$ cat src/rtl/devlink_activity_monitor.sv
// Per-channel devlink activity monitor: synchronise, optionally glitch-filter, detect edges, drive LEDs.
// Optional glitch filter enabled by defining DEVLINK_GLITCH_FILTER_EN.
module devlink_activity_monitor #(
    parameter int NUM_CH         = 8,
    parameter int STRETCH_CYCLES = 1000,
    parameter int STRETCH_W      = 16,
    parameter int CNT_W          = 16,
    parameter int FILT_LEN       = 4
) (
    input  logic              clock,
    input  logic              reset,
    input  logic [NUM_CH-1:0] devlink_in,
    input  logic [1:0]        mode,
    input  logic              clear,
    output logic [NUM_CH-1:0] led,
    output logic              activity_any,
    output logic [CNT_W-1:0]  evt_count
);

    typedef enum logic [1:0] {
        MODE_DIRECT  = 2'b00,
        MODE_STRETCH = 2'b01,
        MODE_STICKY  = 2'b10,
        MODE_BLANK   = 2'b11
    } mode_t;

    localparam logic [STRETCH_W-1:0] STRETCH_LOAD = STRETCH_W'(STRETCH_CYCLES);

    logic [NUM_CH-1:0] sync1;
    logic [NUM_CH-1:0] s;
    logic [NUM_CH-1:0] f;
    logic [NUM_CH-1:0] f_d;
    logic [NUM_CH-1:0] e;
    logic [NUM_CH-1:0] active;
    logic [NUM_CH-1:0] sticky;
    logic [NUM_CH-1:0] sticky_next;
    logic [NUM_CH-1:0] led_next;

    always_ff @(posedge clock or posedge reset) begin
        if (reset) begin
            sync1 <= '0;
            s     <= '0;
        end else begin
            sync1 <= devlink_in;
            s     <= sync1;
        end
    end

`ifdef DEVLINK_GLITCH_FILTER_EN
    localparam logic [3:0] FILT_LAST = 4'(FILT_LEN - 1);

    // f only moves after FILT_LEN consecutive samples disagree with it; any agreeing sample restarts the run.
    for (genvar i = 0; i < NUM_CH; i++) begin : g_filt
        logic [3:0] run;
        logic       cand;

        always_ff @(posedge clock or posedge reset) begin
            if (reset) begin
                run  <= '0;
                cand <= 1'b0;
                f[i] <= 1'b0;
            end else if (s[i] != f[i]) begin
                if (cand != s[i]) begin
                    cand <= s[i];
                    run  <= 4'd1;
                end else if (run == FILT_LAST) begin
                    f[i] <= s[i];
                    run  <= '0;
                end else begin
                    run <= run + 4'd1;
                end
            end else begin
                cand <= f[i];
                run  <= '0;
            end
        end
    end
`else
    assign f = s;
`endif

    always_ff @(posedge clock or posedge reset) begin
        if (reset) begin
            f_d <= '0;
        end else begin
            f_d <= f;
        end
    end

    assign e = f ^ f_d;

    // Retrigger reloads rather than accumulates; the counter parks at zero.
    for (genvar i = 0; i < NUM_CH; i++) begin : g_stretch
        logic [STRETCH_W-1:0] cnt;

        always_ff @(posedge clock or posedge reset) begin
            if (reset) begin
                cnt <= '0;
            end else if (e[i]) begin
                cnt <= STRETCH_LOAD;
            end else if (cnt != '0) begin
                cnt <= cnt - 1'b1;
            end
        end

        assign active[i] = (cnt != '0) | e[i];
    end

    // A new edge beats a simultaneous clear so the event is never lost.
    assign sticky_next = e | (sticky & ~{NUM_CH{clear}});

    always_comb begin
        led_next = '0;
        case (mode_t'(mode))
            MODE_DIRECT:  led_next = f;
            MODE_STRETCH: led_next = active;
            MODE_STICKY:  led_next = sticky_next;
            MODE_BLANK:   led_next = '0;
            default:      led_next = '0;
        endcase
    end

    always_ff @(posedge clock or posedge reset) begin
        if (reset) begin
            sticky       <= '0;
            led          <= '0;
            activity_any <= 1'b0;
            evt_count    <= '0;
        end else begin
            sticky       <= sticky_next;
            led          <= led_next;
            activity_any <= |active;
            if (clear) begin
                evt_count <= '0;
            end else if ((|e) && (evt_count != {CNT_W{1'b1}})) begin
                evt_count <= evt_count + 1'b1;
            end
        end
    end

endmodule

$ cat config.mk
export PLATFORM = sky130hd
export DESIGN_NAME = devlink_activity_monitor
export DESIGN_NICKNAME = d
export VERILOG_FILES = /design/src/rtl/devlink_activity_monitor.sv
export SDC_FILE = /design/constraint.sdc
export NUM_CORES = 1
export LEC_CHECK = 0
export CAP_MARGIN = 20
export CORE_ASPECT_RATIO = 0.9
export CORE_MARGIN = 1.5
export CORE_UTILIZATION = 54
export DETAILED_ROUTE_END_ITERATION = 12
export GPL_TIMING_DRIVEN = 1
export PLACE_DENSITY_LB_ADDON = 0.2
export SYNTH_ARGS = -nofsm -noshare
export SYNTH_HDL_FRONTEND = slang
export SYNTH_SLANG_ARGS = --single-unit
$ cat constraint.sdc
create_clock -name clock -period 14.4 [get_ports clock]
set_input_delay 3.6 -clock clock [delete_from_list [all_inputs] [get_ports clock]]
set_output_delay 3.6 -clock clock [all_outputs]
set_load 0.1 [all_outputs]
=== Word level (Yosys, flattened, before mapping) ===
Cells that the tools add are included.

* Register bits after elaboration: 185
* Bits of input ports: 13
* Output and inout bits: 25
* Logic and storage cells: 80

* $add $sub $neg: 9
* Equal/unequal tests: 4
* Muxes and demuxes: 19
* Bitwise operators: 12
* Reduce and logical (&&, ||, !) cells: 21

{| class="wikitable"
|+ Operator list
! operator !! number
|-
| 16-bit 2-to-1 mux || 18
|-
| 16-bit nonzero test || 8
|-
| 16-bit by 1-bit subtractor with 16-bit output (second input constant) || 8
|-
| 8-bit case mux with 4 select lines || 1
|-
| 2-bit nonzero test || 9
|-
| 16-bit by 1-bit adder with 16-bit output (second input constant) || 1
|-
| 16-bit inequality test (second input constant) || 1
|-
| 8-bit OR reduction || 2
|-
| 8-bit bitwise AND || 1
|-
| 8-bit inverter || 1
|-
| 1-bit OR || 8
|-
| 8-bit OR || 1
|-
| 8-bit XOR || 1
|-
| 2-bit == test (second input constant) || 2
|-
| 2-bit by 1-bit == test with 1-bit output (second input constant) || 1
|-
| 2-bit zero test || 1
|-
| 1-bit logical AND || 1
|}

=== Depth between registers and ports, before layout ===
Gate-level depths: netlist (run 1).

* Depth after elaboration: 5
* Depth in mapped cells: 8

=== Least setup slack after synthesis (run 1) ===
OpenSTA, ideal clock, no wires.

* Path kind: register to output
* Start: register evt_count[5]
* End: output port evt_count[5]
* Data arrival time: 0.961 ns
* Setup slack: 9.839 ns
* Stages on the path, launching flop included: 1
* Buffers on the path: 0
* Cell sequence: dfrtp_1

{| class="wikitable"
|+ RTL lines
! what !! RTL line !! RTL
|-
| start: declaration || 17 || <nowiki>output logic [CNT_W-1:0] evt_count</nowiki>
|-
| start signal: assignment || 136 || <nowiki>evt_count <= evt_count + 1'b1;</nowiki>
|}

No word-level cell between the ends.

=== Worst setup path after layout (run 1) ===
* Start: register evt_count[5]
* End: output port evt_count[5]

No word-level cell between the ends.

==> results of run 1 <==
==> kinds of logic after synthesis <==
group	synth area share, %
DFF	51.2
adders and majority gates	2.21
muxes	0.581
xor gates and xnor gates	9.88
AOI/OAI and AO/OA	9.96
buffers and inverters	2.71
and+or+nand+nor	23.5
==> layout by cell type, fill, tap and decap left out, types with 22 or more instances in the layout <==
cell | netlist | routed
xnor2_1 | 32 | 32
nor4_1 | 34 | 34
nor3_1 | 25 | 25
nand3_1 | 48 | 48
xor2_1 | 70 | 70
nor2_1 | 118 | 118
a21oi_1 | 43 | 43
nand2_1 | 59 | 59
dfrtp_1 | 185 | 185
inv_1 | 33 | 32
clkdlybuf4s50_1 | 0 | 37
o21ai_0 | 43 | 43
or4_1 | 22 | 22
==> through the flow <==
step | total power, mW | setup slack [ps] | cell area, µm² | util, % | instances
final | 1.28 | 8760 | 10200 | 62.8 | 1171
after global routing | 1.35 | 8700 | 10200 | 62.8 | 1171
after CTS | 1.29 | 8750 | 10200 | 62.6 | 1169
after detailed placement | 0.829 | 8650 | 9590 | 59.0 | 1137
after global placement | 0.824 | 8670 | 9590 | 59.0 | 1137
after floorplan | 0.775 | 5770 | 9040 | - | 917
==> path summary, 6_finish.rpt <==
| path | startpoint | to | slack (ps) | cells past startpoint |
|---|---|---|---|---|
| hold reg to reg | sync1[5]$_DFF_PP0_ | f[5]$_DFF_PP0_ | 350 | 0 |
| max in group asynchronous | reset | sync1[2]$_DFF_PP0_ | 9640 | 4 |
| min in group asynchronous | reset | evt_count[2]$_DFFE_PP0P_ | 3670 | 2 |
| hold / removal | sync1[5]$_DFF_PP0_ | f[5]$_DFF_PP0_ | 350 | 0 |
| setup reg to reg | f[0]$_DFF_PP0_ | evt_count[11]$_DFFE_PP0P_ | 11570 | 5 |
| setup / recovery | evt_count[5]$_DFFE_PP0P_ | evt_count[5] | 8760 | 1 |
==> power groups by stage <==
stage / Combinational (mW) / Sequential [mW] / Clock (mW)
finish: 0.212 / 0.611 / 0.456
global route: 0.240 / 0.619 / 0.488
CTS: 0.212 / 0.610 / 0.466
detailed placement: 0.211 / 0.618 / 0
global placement: 0.207 / 0.617 / 0
floorplan: 0.146 / 0.628 / 0
==> worst register-to-register path: stages, from the launching register on <==
cell and delay, ps:
dfrtp_1 440, xor2_1 780, nor4_1 240, a21o_1 490, nor4_1 400, mux2_2 370
==> flip-flops by register name, summed over array words and instances (netlist names) <==
register / flops
f: 8
sticky: 8
led: 8
g_stretch.cnt: 128
activity_any: 1
f_d: 8
sync1: 8
evt_count: 16
==> per-layer routing <==
metal  vias to the layer above  global-route usage [%]  routed length, µm
met4                         0                    6.20                199
met3                        14                    3.88                671
met1                      3271                    31.8               8750
met2                       111                    33.0               8170
li1                       3352                       -                  -
met5                         -                       0                  0
==> final cells by class <==
type                       count  share of cell area (%)
timing repair buffer          43                    4.27
tap                          207                    2.54
inverter                      33                    1.29
multi-input combinational    671                    40.9
sequential                   185                    45.4
clock buffer                  20                    4.38
clock inverter                12                    1.24
==> results.md, run 1 <==
- Data required time at the worst endpoint: 10800 ps
- Maximum fanout encountered on the critical timing path: 7
- Sequential group share of total power: 47.8%
- Detailed-routing iteration count for the pre-antenna-repair pass: 8
- Top post-synthesis cells by area: dfrtp_1 51%, xor2_1 6.8%, nor2_1 4.9%, xnor2_1 3.1%, nand3_1 2.7%
- DIE WIDTH: 139 µm
- Clock Skew: 7.06 ps
- Global placer's final weighted congestion: 0.807
- Class of the tightest hold or removal check: reg -> reg
- Buffers & Inverters on Critical Path: 1
- Largest net degree at the start of global routing: 108
- Family of cells with the greatest summed delay on the critical path: buffers and inverters
- Detailed Route Iter0 Violations: 444
- YS warnings: 0
- Clock root buffer: clkbuf_16
- Post-synth top cells: 185 x dfrtp_1, 118 x nor2_1, 70 x xor2_1
- Dominant register cell in the synthesized netlist: dfrtp_1
- Hold buffer count at cts: 0
- Instance count of the mapped netlist: 917
- Kind of critical path: reg -> out
- Flip-flop and latch area: 4630 µm²
- CORE AREA: 16200 µm²
- Remaining design rule violation count: 4
- Combinational cell fraction of total power: 16.6%
- Fraction of registers with async set or reset after synthesis: 100%
- Unrepaired setup endpoints after global routing: no
- Pins Over Slew Limit: 0
- Reported max-cap violation count: 0
- Run status: finished, violations left
- Antenna viol nets, final: 0
- Worst setup EP type: output pin
- Post-synthesis sequential area ratio: 51.2%
- Worst Max-Slew Pin Slew: 1080 ps
- Total inserted antenna cells: 0
- Total global routing track utilization: 21.6%
- Most common cell in the netlist: dfrtp_1
- Site Rows: 44
- Clock tree from TritonCTS: built
- Number of CTS-inserted buffers: 17
- Clock latency at the later pin of the worst-skew pair: 420 ps
- Area enclosed by the die boundary: 17500 µm²
- I/O pin count: 38
- Sequence of cells on the critical path: clkdlybuf4s50_1
- Initial antenna violation count: 0
- Final critical-path share of the clock period: 39.2%
- Final Hold Vio Count: 0
- Top cell type by total area after synthesis: dfrtp_1
- Sum of net half-perimeters after detailed placement: 11700 µm
- Slowest cell on the critical path: clkdlybuf4s50_1
- Max stage delay on crit path: 1170 ps
- Number of buffers inserted by post-CTS setup repair: 0
- Overflow left after global routing: 0
- Tightest hold margin: 353 ps
- Total wirelength of the detailed-routed design: 17800 µm
- Worst Setup Start Kind: flop
- Total via count in the routed design: 6748
- Clock transition at the registers of the reported paths: 70 ps
- Count of state elements after synthesis: 185
- Mean area per synthesized cell: 9.86 µm²
- Syn Nets: 946
- Average via count per standard cell: 5.76
- Number of nets in the final layout: 980
- Clock sink total: 185
- Input/output buffers: 37
- Worst endpoint data arrival time: 2040 ps
- Final setup violation count: 0
- Leakage power of the design: 3.92 nW
- H-Tree Depth: 4
- Maximum ir drop on the vdd rail: 0.102 mV
- Maximum clock frequency: 0.177 GHz
- Power per Cell Area: 125 nW/µm²
- Area added between synthesis and finish: 12.8%
- Slew HR: 27.5%
- Number of distinct library cell variants in the gate-level netlist after synthesis: 57
- Cells resized by post-CTS repair: 0
- Mean routed wirelength per cell: 15.2 µm
- Failing checks: DRC
- Cell Int Power: 0.903 mW
- Maximum root-to-sink buffer count: 2
- Number of enable-type register cells in the synthesized netlist: 0
- Multi-input gate area: 4170 µm²
- Final-layout fill cell count: 1324
- Proportion of total power due to net switching: 29.4%
- Final-layout setup total negative slack: 0 ps
- Fraction of synthesized cell area taken by the top area cell type: 51.2%
- Layout cell share with drive strength beyond 1: 6.02%
- Post-Syn Area: 9040 µm²
- Post-route minimum period: 5640 ps
- Switching power summed over all nets: 0.376 mW
- Share of total power in the clock network: 35.6%
- Die extent in y: 126 µm
- Wire length of the first global-routing pass: 31100 µm
- Vias in the first global route: 6364
- Starting Density: 55.7%
Note: power is estimated with default switching activity, not from simulation.
==> run 2, diff against run 1 <==
==> constraint.sdc (replaced) <==
create_clock -name clock -period 5.3 [get_ports clock]
set_input_delay 1.325 -clock clock [delete_from_list [all_inputs] [get_ports clock]]
set_output_delay 1.325 -clock clock [all_outputs]
set_load 0.1 [all_outputs]
==> results.md, run 2 (synthesis gave the netlist of run 1 again) <==
- Vias in the first global route: 6327 (-0.58%)
- Maximum ir drop on the vdd rail: 0.208 mV (+100%)
- Power per Cell Area: 339 nW/µm² (+170%)
- Reported max-cap violation count: 0 (unchanged)
- Unrepaired setup endpoints after global routing: no
- I/O pin count: 38 (unchanged)
- Max FFs per register: 128 (unchanged)
- Largest register by flop count: g_stretch.cnt
- Die extent in y: 126 µm (unchanged)
- Pins Over Slew Limit: 0 (unchanged)
- Family of cells with the greatest summed delay on the critical path: buffers and inverters
- Clock root buffer: clkbuf_16
- Largest net degree at the start of global routing: 99 (-8.3%)
- Maximum clock frequency: 0.296 GHz
- Failing checks: DRC
- Fin util: 62.7% (-0.085 points)
- Clock transition at the registers of the reported paths: 60 ps (about the same)
- PnR Total Power: 3.46 mW (+170%)
- Detailed Route Iter0 Violations: 337 (-24%)
- Antenna viol nets, final: 0 (unchanged)
- Regs by FF count: g_stretch.cnt: 128 flops, evt_count: 16 flops
- Clock latency at the later pin of the worst-skew pair: 420 ps (about the same)
- Slowest cell on the critical path: clkdlybuf4s50_1
- Clock Skew: 10.3 ps (+3.28 ps)
- Number of buffers inserted by post-CTS setup repair: 0 (unchanged)
- H-Tree Depth: 4 (unchanged)
- Site Rows: 44 (unchanged)
- Slew HR: 29.5% (+2.0 points)
- Final Hold Vio Count: 0 (unchanged)
- Run status: finished, violations left
- Final-layout setup total negative slack: 0 ps (unchanged)
- Leakage power of the design: 3.90 nW (-0.57%)
- Total global routing track utilization: 21.1% (-0.53 points)
- Overflow left after global routing: 0 (unchanged)
- Maximum root-to-sink buffer count: 2 (unchanged)
- Detailed-routing iteration count for the pre-antenna-repair pass: 10 (+2)
- Area added between synthesis and finish: 12.6%
- Buffers & Inverters on Critical Path: 1 (unchanged)
- Layout cell share with drive strength beyond 1: 5.71% (-0.31 points)
- Input/output buffers: 37 (unchanged)
- Leading cell type in the layout, fill and taps excluded: dfrtp_1
- Final setup violation count: 0 (unchanged)
- Total wirelength of the detailed-routed design: 17600 µm (-1.2%)
- Remaining design rule violation count: 4 (unchanged)
- Class of the tightest hold or removal check: reg -> reg
- Number of nets in the final layout: 981 (+0.10%)
- DIE WIDTH: 139 µm (unchanged)
- Average via count per standard cell: 5.74 (-0.40%)
- Worst endpoint data arrival time: 2050 ps (about the same)
- Worst setup EP type: output pin
- Highest-count cells in the layout ignoring fill and taps: 185 x dfrtp_1, 118 x nor2_1, 70 x xor2_1
- Global placer's final weighted congestion: 0.788 (-2.4%)
- Final critical-path share of the clock period: 63.7%
- Initial antenna violation count: 0 (unchanged)
- Number of CTS-inserted buffers: 17 (unchanged)
- Starting Density: 55.7% (unchanged)
- Sequence of cells on the critical path: clkdlybuf4s50_1
- Wire length of the first global-routing pass: 30100 µm (-3.1%)
- Post-route minimum period: 3370 ps
- CORE AREA: 16200 µm² (unchanged)
- Area enclosed by the die boundary: 17500 µm² (unchanged)
- Data required time at the worst endpoint: 3970 ps (-6830 ps)
- Worst Setup Start Kind: flop
- Sum of net half-perimeters after detailed placement: 11700 µm (about the same)
- Maximum fanout encountered on the critical timing path: 7 (unchanged)
- Cells resized by post-CTS repair: 0 (unchanged)
- Clock sink total: 185 (unchanged)
- Total via count in the routed design: 6715 (-0.49%)
- Kind of critical path: reg -> out
- Worst Max-Slew Pin Slew: 1050 ps (-29.9 ps)
- Clock tree from TritonCTS: built
- Total inserted antenna cells: 0 (unchanged)
- Final-layout fill cell count: 1319 (-0.38%)
- Tightest hold margin: 354 ps (+0.895 ps)
- Mean routed wirelength per cell: 15.0 µm (-1.1%)
- Max stage delay on crit path: 1170 ps (about the same)
- Hold buffer count at cts: 0 (unchanged)
-- run 2: cell count changes in the layout (fill, tap and decap cells not counted), sizes merged --
cell	previous run	this run
buf	6	7
clkinv	8	1
clkbuf	20	23
inv	33	32
clkinvlp	2	5
-- run 2: area by class of cell --
class | instances | area (µm²) | area share (%)
timing repair buffer | 44 | 435 | 4.28
clock inverter | 7 | 95.1 | 0.934
sequential | 185 | 4630 | 45.5
clock buffer | 23 | 468 | 4.60
tap | 207 | 259 | 2.54
multi-input combinational | 671 | 4170 | 40.9
inverter | 33 | 128 | 1.25
-- run 2: path summary, 6_finish.rpt --
kind / startpoint / depth (start not counted) / slack [ps] / endpoint
setup / recovery: evt_count[5]$_DFFE_PP0P_ / 1 / 1930 / evt_count[5]
hold / removal: sync1[5]$_DFF_PP0_ / 0 / 350 / f[5]$_DFF_PP0_
setup reg to reg: f[2]$_DFF_PP0_ / 5 / 2510 / evt_count[5]$_DFFE_PP0P_
hold reg to reg: sync1[5]$_DFF_PP0_ / 0 / 350 / f[5]$_DFF_PP0_
max in group asynchronous: reset / 3 / 3040 / evt_count[3]$_DFFE_PP0P_
min in group asynchronous: reset / 2 / 1350 / g_stretch[3].cnt[6]$_DFFE_PP0P_
-- run 2: through the flow --
| step | area (µm²) | cells | setup slack, ps |
|---|---|---|---|
| 2_1_floorplan | 9050 | 917 | 1600 |
| 3_3_place_gp | 9610 | 1139 | 2140 |
| 3_5_place_dp | 9610 | 1139 | 2130 |
| 4_1_cts | 10200 | 1169 | 1930 |
| 5_1_grt | 10200 | 1170 | 1870 |
| 6_report | 10200 | 1170 | 1930 |
-- run 2: routing by layer --
metal | routed length (µm) | GRT usage, % | vias to the layer above
met4 | 154 | 5.76 | 0
met1 | 8780 | 31.0 | 3252
met2 | 7960 | 31.5 | 103
li1 | - | - | 3345
met3 | 679 | 4.87 | 15
met5 | 0 | 0 | -
-- run 2: power by group --
group,leakage (nW),internal (mW),switching (mW),total (mW)
clock,0.261,0.714,0.508,1.22
sequential,2.21,1.53,0.128,1.66
combinational,1.43,0.216,0.361,0.577
total,3.90,2.46,0.996,3.46
